--- src/rtl/router_arb_pkg.sv ---
// router_arb_pkg
// Shared types and helpers for the router allocators.
//   arb_state_e : output-port arbiter FSM state encoding
//   cnt_width() : bits needed to hold a credit count from 0 to depth
package router_arb_pkg;

    typedef enum logic [0:0] {
        ARB_IDLE   = 1'b0,
        ARB_LOCKED = 1'b1
    } arb_state_e;

    function automatic int cnt_width(input int depth);
        return $clog2(depth + 1);
    endfunction

endpackage

--- src/rtl/output_port_arbiter_if.sv ---
// output_port_arbiter_if
// Bundles the request side and status side of one router output port.
//   req/is_tail/turn_disable : per-input request, tail marker, turn restriction
//   credit_in                : downstream freed one buffer slot
//   grant/grant_idx/send_out : same-cycle selection of the winning input
//   credits/locked           : current credit count and packet-in-progress
//   credit_overflow          : sticky error, credit returned while full
// master drives the requests (router input side), slave is the arbiter.
interface output_port_arbiter_if
    import router_arb_pkg::*;
#(
    parameter int NUM_INPUTS        = 5,
    parameter int FLIT_BUFFER_DEPTH = 8
);
    localparam int IDX_W = $clog2(NUM_INPUTS);
    localparam int CNT_W = cnt_width(FLIT_BUFFER_DEPTH);

    logic [NUM_INPUTS-1:0] req;
    logic [NUM_INPUTS-1:0] is_tail;
    logic [NUM_INPUTS-1:0] turn_disable;
    logic                  credit_in;
    logic [NUM_INPUTS-1:0] grant;
    logic [IDX_W-1:0]      grant_idx;
    logic                  send_out;
    logic [CNT_W-1:0]      credits;
    logic                  locked;
    logic                  credit_overflow;

    modport master (
        output req, is_tail, turn_disable, credit_in,
        input  grant, grant_idx, send_out, credits, locked, credit_overflow
    );

    modport slave (
        input  req, is_tail, turn_disable, credit_in,
        output grant, grant_idx, send_out, credits, locked, credit_overflow
    );
endinterface

--- src/rtl/rr_priority_picker.sv ---
// rr_priority_picker
// Circular first-set search: picks the first asserted bit of req starting
// one position after ptr and wrapping past N-1 back to 0.
//   req   : request vector
//   ptr   : last winner; it gets lowest priority
//   grant : one-hot winner, all zero when req is zero
//   idx   : binary index of the winner, 0 when none
module rr_priority_picker #(
    parameter int N     = 5,
    parameter int IDX_W = $clog2(N)
) (
    input  logic [N-1:0]     req,
    input  logic [IDX_W-1:0] ptr,
    output logic [N-1:0]     grant,
    output logic [IDX_W-1:0] idx
);
    logic             found;
    logic [IDX_W-1:0] cand;

    always_comb begin
        grant = '0;
        idx   = '0;
        found = 1'b0;
        cand  = '0;
        for (int off = 1; off <= N; off++) begin
            cand = IDX_W'((int'(ptr) + off) % N);
            if (!found && req[cand]) begin
                found       = 1'b1;
                grant[cand] = 1'b1;
                idx         = cand;
            end
        end
    end
endmodule

--- src/rtl/output_port_arbiter.sv ---
// output_port_arbiter
// Wormhole output-port arbiter with credit-based flow control. Packets are
// granted round-robin among eligible inputs; once a multi-flit packet starts,
// the port stays locked to its owner until the tail flit leaves.
//   clk_noc : NoC clock
//   rst_n   : synchronous active-low reset
//   bus     : slave side of output_port_arbiter_if
//
// state      | meaning
// ARB_IDLE   | no packet in flight, round-robin among eligible inputs
// ARB_LOCKED | packet in flight, only the owner may send
module output_port_arbiter
    import router_arb_pkg::*;
#(
    parameter int NUM_INPUTS        = 5,
    parameter int FLIT_BUFFER_DEPTH = 8
) (
    input  logic                  clk_noc,
    input  logic                  rst_n,
    output_port_arbiter_if.slave  bus
);
    localparam int IDX_W = $clog2(NUM_INPUTS);
    localparam int CNT_W = cnt_width(FLIT_BUFFER_DEPTH);
    localparam logic [CNT_W-1:0] CNT_FULL = CNT_W'(FLIT_BUFFER_DEPTH);

    arb_state_e            state;
    logic [IDX_W-1:0]      owner;
    logic [IDX_W-1:0]      rr_ptr;
    logic [CNT_W-1:0]      cnt;
    logic                  overflow;

    logic [NUM_INPUTS-1:0] eligible;
    logic [NUM_INPUTS-1:0] pick_grant;
    logic [IDX_W-1:0]      pick_idx;
    logic [NUM_INPUTS-1:0] grant_c;
    logic [IDX_W-1:0]      idx_c;
    logic                  send;
    logic                  tail_sent;

    assign eligible = bus.req & ~bus.turn_disable;

    rr_priority_picker #(
        .N     (NUM_INPUTS),
        .IDX_W (IDX_W)
    ) u_picker (
        .req   (eligible),
        .ptr   (rr_ptr),
        .grant (pick_grant),
        .idx   (pick_idx)
    );

    // Uses the registered cnt only, so a credit arriving this cycle cannot
    // enable a grant until the next one.
    always_comb begin
        grant_c = '0;
        idx_c   = '0;
        if (rst_n && (cnt != '0)) begin
            if (state == ARB_IDLE) begin
                grant_c = pick_grant;
                idx_c   = pick_idx;
            end else if (bus.req[owner]) begin
                grant_c[owner] = 1'b1;
                idx_c          = owner;
            end
        end
    end

    assign send      = |grant_c;
    assign tail_sent = send && bus.is_tail[idx_c];

    always_ff @(posedge clk_noc) begin
        if (!rst_n) begin
            state    <= ARB_IDLE;
            owner    <= '0;
            rr_ptr   <= IDX_W'(NUM_INPUTS - 1);
            cnt      <= CNT_FULL;
            overflow <= 1'b0;
        end else begin
            case (state)
                ARB_IDLE: begin
                    if (send && !tail_sent) begin
                        state <= ARB_LOCKED;
                        owner <= idx_c;
                    end else if (tail_sent) begin
                        rr_ptr <= idx_c;
                    end
                end
                ARB_LOCKED: begin
                    if (tail_sent) begin
                        state  <= ARB_IDLE;
                        rr_ptr <= owner;
                    end
                end
                default: state <= ARB_IDLE;
            endcase

            if (send && !bus.credit_in) begin
                cnt <= cnt - CNT_W'(1);
            end else if (!send && bus.credit_in) begin
                if (cnt == CNT_FULL) begin
                    overflow <= 1'b1;
                end else begin
                    cnt <= cnt + CNT_W'(1);
                end
            end
        end
    end

    assign bus.grant           = grant_c;
    assign bus.grant_idx       = idx_c;
    assign bus.send_out        = send;
    assign bus.credits         = cnt;
    assign bus.locked          = (state == ARB_LOCKED);
    assign bus.credit_overflow = overflow;
endmodule
--- src/flat_wrapper.sv ---
// flat-port wrapper written by rule: the top's interface ports become plain ports
module output_port_arbiter_flat import router_arb_pkg::*;
#(
    parameter int NUM_INPUTS        = 5,
    parameter int FLIT_BUFFER_DEPTH = 8
)
  (clk_noc, rst_n, bus_req, bus_is_tail, bus_turn_disable, bus_credit_in, bus_grant, bus_grant_idx, bus_send_out, bus_credits, bus_locked, bus_credit_overflow);
  output_port_arbiter_if #(.NUM_INPUTS(NUM_INPUTS), .FLIT_BUFFER_DEPTH(FLIT_BUFFER_DEPTH)) bus_i ();
  input  logic clk_noc;
  input  logic rst_n;
  input wire logic [$bits(bus_i.req)-1:0] bus_req;
  input wire logic [$bits(bus_i.is_tail)-1:0] bus_is_tail;
  input wire logic [$bits(bus_i.turn_disable)-1:0] bus_turn_disable;
  input wire logic [$bits(bus_i.credit_in)-1:0] bus_credit_in;
  output wire logic [$bits(bus_i.grant)-1:0] bus_grant;
  output wire logic [$bits(bus_i.grant_idx)-1:0] bus_grant_idx;
  output wire logic [$bits(bus_i.send_out)-1:0] bus_send_out;
  output wire logic [$bits(bus_i.credits)-1:0] bus_credits;
  output wire logic [$bits(bus_i.locked)-1:0] bus_locked;
  output wire logic [$bits(bus_i.credit_overflow)-1:0] bus_credit_overflow;
  assign bus_i.req = bus_req;
  assign bus_i.is_tail = bus_is_tail;
  assign bus_i.turn_disable = bus_turn_disable;
  assign bus_i.credit_in = bus_credit_in;
  assign bus_grant = bus_i.grant;
  assign bus_grant_idx = bus_i.grant_idx;
  assign bus_send_out = bus_i.send_out;
  assign bus_credits = bus_i.credits;
  assign bus_locked = bus_i.locked;
  assign bus_credit_overflow = bus_i.credit_overflow;
  output_port_arbiter #(.NUM_INPUTS(NUM_INPUTS), .FLIT_BUFFER_DEPTH(FLIT_BUFFER_DEPTH)) u_core (.clk_noc(clk_noc), .rst_n(rst_n), .bus(bus_i));
endmodule
--- config.mk ---
export PLATFORM = sky130hd
export DESIGN_NAME = output_port_arbiter_flat
export DESIGN_NICKNAME = d
export VERILOG_FILES = /design/src/rtl/router_arb_pkg.sv /design/src/rtl/output_port_arbiter_if.sv /design/src/rtl/rr_priority_picker.sv /design/src/rtl/output_port_arbiter.sv /design/src/flat_wrapper.sv
export SDC_FILE = /design/constraint.sdc
export NUM_CORES = 1
export LEC_CHECK = 0
export CORE_ASPECT_RATIO = 0.6
export CORE_MARGIN = 10
export CORE_UTILIZATION = 25
export CTS_CLUSTER_DIAMETER = 80
export DETAILED_ROUTE_END_ITERATION = 8
export GPL_ROUTABILITY_DRIVEN = 0
export PLACE_DENSITY = 0.41
export SLEW_MARGIN = 20
export SYNTH_ARGS = -nofsm -noshare
export SYNTH_HDL_FRONTEND = slang
export SYNTH_SLANG_ARGS = --single-unit
--- constraint.sdc ---
create_clock -name clk_noc -period 14 [get_ports clk_noc]
set_input_delay 2.1 -clock clk_noc [delete_from_list [all_inputs] [get_ports clk_noc]]
set_output_delay 2.1 -clock clk_noc [all_outputs]
set_load 0.05 [all_outputs]
Yosys cells after proc, flatten, opt, wreduce, memory -nomap -nowiden. Index checks and enable logic that the tools add are counted. Widths: inputs -> output; s select.

Reduce and logical (&&, ||, !) cells: 29. Equality and inequality tests: 5. Divide/modulo/power cells: 5. Mux-type cells: 56. $add $sub $neg: 7. Bitwise logic cells: 8. $lt $le $gt $ge: 13.

Operators by type and width (number): $mod 32x4->32 const B (5); $mux 5 (8); $mux 3 (11); $lt 3x4->1 const B (7); $bmux 1 s3 (7); $or 5x5->5 (4); $mux 1 (19); $demux 1 s3 (6); $ge 3x1->1 const B (6); $logic_and 1x1->1 (15); $mux 4 (3); $add 3x2->4 const B (2); $add 3x3->4 const B (2); $logic_not 1->1 (7); $pmux 3 s2 (1); $reduce_and 3->1 (2); $and 5x5->5 (1); $not 5->5 (1); $reduce_or 5->1 (1); $add 3x1->4 const B (1); $add 4x1->4 const B (1); $eq 4x4->1 const B (1); $ne 2x1->1 const B (2); $ne 2x2->1 const B (2); 6 further kinds (8).

Register bits after elaboration: 12. Output and inout bits: 15. Input bits: 18. Word-level logic and storage cells: 128.

Depth between registers and ports, before layout.
Depth in word-level cells: 26. Depth in mapped cells: 30. Mapped depth without buffers: 26.

Hierarchy. From an unflattened synthesis, not the netlist that was laid out.

Cell total of the unflattened synthesis: 414. Area total of the unflattened synthesis: 3171.8 µm².

Modules (own cells, without submodules): rr_priority_picker (sequential area each 0.0 µm², cells an instance 291, times used 1, area each 2102.0 µm²); output_port_arbiter (sequential area each 240.2 µm², cells an instance 123, times used 1, area each 1069.8 µm²).

Worst setup path before layout. Ideal clock, no wire load.

Kind: reg-to-output. From: register u_core.rr_ptr[0]. To: output bus_send_out. Arrival time: 5.774 ns. Cell stages (with the launch flop): 24. Path buffers: 4. Path slack: 6.126 ns. Required time: 11.900 ns. Path through: dfxtp_1 -> clkbuf_1 -> clkinv_1 -> buf_2 -> ha_1 -> buf_2 -> inv_1 -> ha_1 -> nor2_1 -> a21oi_1 -> xnor2_2 -> inv_1 -> ha_1 -> nor2b_1 -> a21oi_1 -> o21a_2 -> buf_6 -> or3_1 -> a21oi_2 -> nor2_1 -> a2111o_1 -> a21o_1 -> a221oi_2 -> or4_4.

Word-level cells in the longest chain between the ends: 20. Elaborated cells between the ends (all ways): 69. Classes of those cells: add/sub: 5; div: 5; order compare: 10; mux: 31; bitwise: 4; reduce/logical: 14.

RTL lines: start: declaration (RTL line output_port_arbiter.sv:28) `logic [IDX_W-1:0] rr_ptr;`; start signal: assignment (RTL line output_port_arbiter.sv:75) `rr_ptr <= IDX_W'(NUM_INPUTS - 1);`; start signal: assignment (RTL line output_port_arbiter.sv:85) `rr_ptr <= idx_c;`; start signal: assignment (RTL line output_port_arbiter.sv:91) `rr_ptr <= owner;`; branches (longest 16 deep; another with $mod 32x4->32); $mux 5 * (RTL line rr_priority_picker.sv:27) `if (!found && req[cand]) begin`; $mux 5 * (RTL line output_port_arbiter.sv:58) `if (state == ARB_IDLE) begin`; $mux 5 * (RTL line output_port_arbiter.sv:57) `if (rst_n && (cnt != '0)) begin`; via bus_grant[0] (RTL line flat_wrapper.sv:15) `output wire logic [$bits(bus_i.grant)-1:0] bus_grant;`; $reduce_or 5->1 * (RTL line output_port_arbiter.sv:68) `assign send = |grant_c;`; end: declaration (RTL line flat_wrapper.sv:17) `output wire logic [$bits(bus_i.send_out)-1:0] bus_send_out;`.

Mark *: on every way through the listed nets, which the timed path passes. The select of a mux whose other input is x is not followed.

Final worst setup path.
From: register u_core.rr_ptr[0]. To: output bus_send_out.

Word-level cells in the longest chain between the ends: 20. Elaborated cells between the ends (all ways): 69. Classes of those cells: add/sub: 5; div: 5; order compare: 10; mux: 31; bitwise: 4; reduce/logical: 14.

RTL lines (RTL line): branches (longest 16 deep; another with $mod 32x4->32); $mux 5 * (rr_priority_picker.sv:27); $mux 5 * (output_port_arbiter.sv:58); $mux 5 * (output_port_arbiter.sv:57); $reduce_or 5->1 * (output_port_arbiter.sv:68).

Every way passes the cells marked *. The select of a mux whose other input is x is not followed.

==> results.md <==
- Final nets: 475
- Max layer used: met4
- CTS Buf Count: 3
- Clock Path Buffers: 2
- CP bufs+invs: 5
- Layout cell share with drive strength beyond 1: under 10%
- Crit path max-delay cell type: clkdlybuf4s50_1
- DR vias: 3175
- Die Width: 160 µm
- Post-synth EDFFs: 0
- WL final: 10400 µm
- Overflow after GRT: 0
- ANT nets after route: 0
- Power per Cell Area: 246 nW/µm²
- Worst Setup SP: u_core.rr_ptr[0]$_SDFFE_PN0P_
- Starting Density: 25.9%
- Setup_tns: 0 ns
- 1st-iter DRT viols: about 300
- Die ar.: 16700 µm²
- Gate Count Post-Synth: around 400
- Pleak: 1.35 nW
- Post-Syn Nets: 447
- Largest family of logic cells by synthesized area: compound AO/OA/AOI/OAI gates
- Met1 WL: 6010 µm
- R2R Path End: u_core.bus.credits[3]$_SDFFE_PN1P_
- Final setup vio count: 0
- Vias in the first global route: 2948
- Crit path max-delay family: simple AND/OR/NAND/NOR gates
- F_max: 113 MHz
- Register bit total from synthesis: 12
- Most frequent cells in the layout: clkdlybuf4s50_1 (32), nor2_1 (31), ha_1 (31)
- Max_cap viols: 0
- CTS Hold Bufs: 0
- # Post-CTS Setup Buffers: 0
- DR vias/cell: between 5 and 6
- Critical path type: flop to output port
- Clk Latency, worst-skew pair: 0.25 ns
- Input/output buffers: 32
- Overall Power: 866 µW
- Boundary Pins: 33
- Post-DP HPWL: 8480 µm
- Multi-input logic area: approximately 2500 µm²
- Critical R2R Launch: u_core.rr_ptr[0]$_SDFFE_PN0P_
- Core area: roughly 11000 µm²
- CTS tree: built
- CP cell instances: buf_4, clkinv_1, ha_1, inv_1, ha_1, nor2_1, a21oi_1, xnor2_2, inv_1, ha_1, nor2b_1, o21ai_1, o21a_2, nor4_1, or4_1, nor2_1, a2111oi_2, a221oi_1, o2bb2ai_2, or4_4, clkdlybuf4s50_1
- Antenna Cells: 0
- Crit path capture: bus_send_out
- Post-Synth Adder-Cell Area: between 10% and 20%
- IR drop worst, VDD: 0.0906 mV
- FILL cells: 1249
- Resized cells post-CTS: 0
- Max FO, Critical Path: 34
- Reg area: 240 µm²
- Synth unique cells: 81
- Root buffer selected by CTS: clkbuf_16
- Detailed Routing Iterations Pass 1: 5
- Max Slew Vio Count: 0
- Clk slew on worst S/H paths: 0.04 ns
- Register-to-register setup slack: between 6 and 7 ns
- CP most frequent cell: ha_1
- Outcome: finished, final reports clean
- Worst path depth: 21
- Largest net degree at the start of global routing: 35
- Final Hold Fails: 0
- CP Capture Type: output port
- Worst Tran Pin Value: just over 0.7 ns
- Initial antenna violation count: 0
- WP data arrival: 6.72 ns
- Register area share after synthesis: 8.14%
- Max H-tree Level: 1
- Critical path launch point type: flop
- Crit-path max cell delay: roughly 0.73 ns
- Fin crit period: 8.82 ns
- Worst Hold Depth: 2
- WL/cell: 17.9 µm
- Final period util: 63.0%
- Critical Path RT: 11.90 ns
- Die Span Y: 104 µm
- Post-synthesis mux area share: 5.64%
- Total Routing Usage GR: 12.1%
- # rows: 30
- Fraction of synthesis flops using an asynchronous set or reset pin: 0%
- Simple-gate share of the synthesized area: 25.2%
- Commonest non-fill, non-tap cell in the layout: clkdlybuf4s50_1
- Synth Area in Compound Gates: 34.9%
- Layout area overhead: 19.5%
- WL met2: between 3000 and 4000 µm
- Ys flop type: dfxtp_1
- Worst reg2reg path depth: 27
- Max-Slew Margin vs Limit: 51.8%
- Number of remaining DRC errors: 0
- WL met3: 722 µm
- First-pass GRT wire length: roughly 17000 µm
- Yosys warns: 0
- Mean Syn Cell Area: 7.45 µm²
- Synth Area in XOR/XNOR: about 5.0%
- HP Class: flop to flop
- Post-Syn Area: roughly 3000 µm²
- Clock sink total: 12
- RSZ-0062 raised after global routing: no
- Clk_skew: approximately 0.0032 ns
==> final cells by class <==
cell class	instances	share of cell area (%)
flip-flops and latches	12	6.81
well taps	160	5.68
inverters	31	3.30
clock buffers	4	2.52
repair buffers	38	10.4
multi-input cells	338	71.3
==> power breakdown <==
part / internal (mW) / leakage [nW] / switching, mW
sequential: 0.0439 / 0.0984 / 0.0139
clock: 0.0433 / 0.0442 / 0.0167
combinational: 0.278 / 1.21 / 0.470
total: 0.365 / 1.35 / 0.501
==> worst register-to-register path: stages, from the launching register on <==
cell	delay (ns)
dfxtp_1	0.30
buf_4	0.35
clkinv_1	0.16
ha_1	0.67
inv_1	0.27
ha_1	0.27
nor2_1	0.18
a21oi_1	0.13
xnor2_2	0.30
inv_1	0.16
ha_1	0.26
nor2b_1	0.15
o21ai_1	0.15
o21a_2	0.32
nor4_1	0.09
or4_1	0.56
nor2_1	0.18
a2111oi_2	0.12
a221oi_1	0.42
o2bb2ai_2	0.15
or4_4	0.56
ha_1	0.27
ha_1	0.30
a21o_1	0.17
a21oi_1	0.16
xnor2_1	0.16
and3_1	0.18
o21ai_0	0.07
==> logic make-up (layout without fill, tap and decap cells) <==
| logic type | Yosys count | count (layout) |
|---|---|---|
| compound gates | 138 | 138 |
| xor+xnor | 14 | 14 |
| fa+ha+maj | 33 | 33 |
| flops | 12 | 12 |
| simple gates | 137 | 137 |
| buf+inv | 46 | 73 |
| mux | 16 | 16 |
==> worst min path at each step <==
stage / end / startpoint
floorplan: u_core.owner[0]$_SDFFE_PN0P_ / u_core.owner[0]$_SDFFE_PN0P_
global placement: u_core.bus.credit_overflow$_SDFFE_PN0P_ / u_core.bus.credit_overflow$_SDFFE_PN0P_
detailed placement: u_core.bus.credit_overflow$_SDFFE_PN0P_ / u_core.bus.credit_overflow$_SDFFE_PN0P_
CTS: u_core.bus.credit_overflow$_SDFFE_PN0P_ / u_core.bus.credit_overflow$_SDFFE_PN0P_
global route: u_core.bus.credit_overflow$_SDFFE_PN0P_ / u_core.bus.credit_overflow$_SDFFE_PN0P_
finish: u_core.bus.credit_overflow$_SDFFE_PN0P_ / u_core.bus.credit_overflow$_SDFFE_PN0P_
==> through the flow <==
stage	area [µm²]	hold slack (ns)	std cells	setup slack, ns	util (%)
2_1_floorplan	2950	0.476	396	6.13	-
3_3_place_gp	3440	0.459	579	5.53	30.1
3_5_place_dp	3440	0.463	579	5.47	30.1
4_1_cts	3530	0.479	583	5.18	30.9
5_1_grt	3530	0.540	583	4.62	30.9
6_report	3530	0.470	583	5.18	30.9
==> synth_stat cells (all sizes together), types with 3 or more instances <==
| cell | instances | area share, % |
|---|---|---|
| o2bb2ai | 6 | 2.0 |
| a2111oi | 4 | 1.4 |
| o32a | 3 | 1.0 |
| nand2b | 10 | 2.1 |
| clkbuf | 9 | 1.1 |
| nor2b | 13 | 2.8 |
| nor4 | 4 | 0.85 |
| nand2 | 24 | 3.1 |
| a21bo | 3 | 1.0 |
| ha | 31 | 13 |
| a21o | 8 | 2.0 |
| mux2i | 14 | 4.7 |
| xnor2 | 13 | 4.1 |
| nand3 | 8 | 1.4 |
| a31o | 3 | 0.89 |
| or4 | 3 | 0.89 |
| o21bai | 3 | 0.76 |
| a211oi | 11 | 2.8 |
| and3 | 7 | 1.5 |
| buf | 6 | 1.5 |
| o2111ai | 3 | 0.89 |
| a21oi | 27 | 4.7 |
| dfxtp | 12 | 8.1 |
| or3 | 4 | 0.85 |
| o211ai | 6 | 1.5 |
| o211a | 3 | 1.0 |
| nor2 | 32 | 4.2 |
| a31oi | 5 | 1.1 |
| a311oi | 3 | 0.89 |
| a221oi | 4 | 1.6 |
| o21a | 4 | 1.1 |
| nand4 | 3 | 0.64 |
| inv | 30 | 3.8 |
| a211o | 4 | 1.2 |
| nor3 | 13 | 2.6 |
| and2 | 4 | 0.85 |
| o21ai | 19 | 3.2 |
==> layer usage <==
| layer | vias up | global-route usage, % |
|---|---|---|
| met4 | 0 | 0.979 |
| met3 | 2 | 2.57 |
| met5 | - | 0 |
| met1 | 1521 | 19.9 |
| li1 | 1556 | - |
| met2 | 96 | 15.4 |
==> registers in the layout, summed over array words and instances, names as in the netlist, named ones only <==
| register | count |
|---|---|
| u_core.rr_ptr | 3 |
| u_core.bus.credits | 4 |
| u_core.bus.credit_overflow | 1 |
| u_core.owner | 3 |
Note: power is estimated with default switching activity, not from simulation.
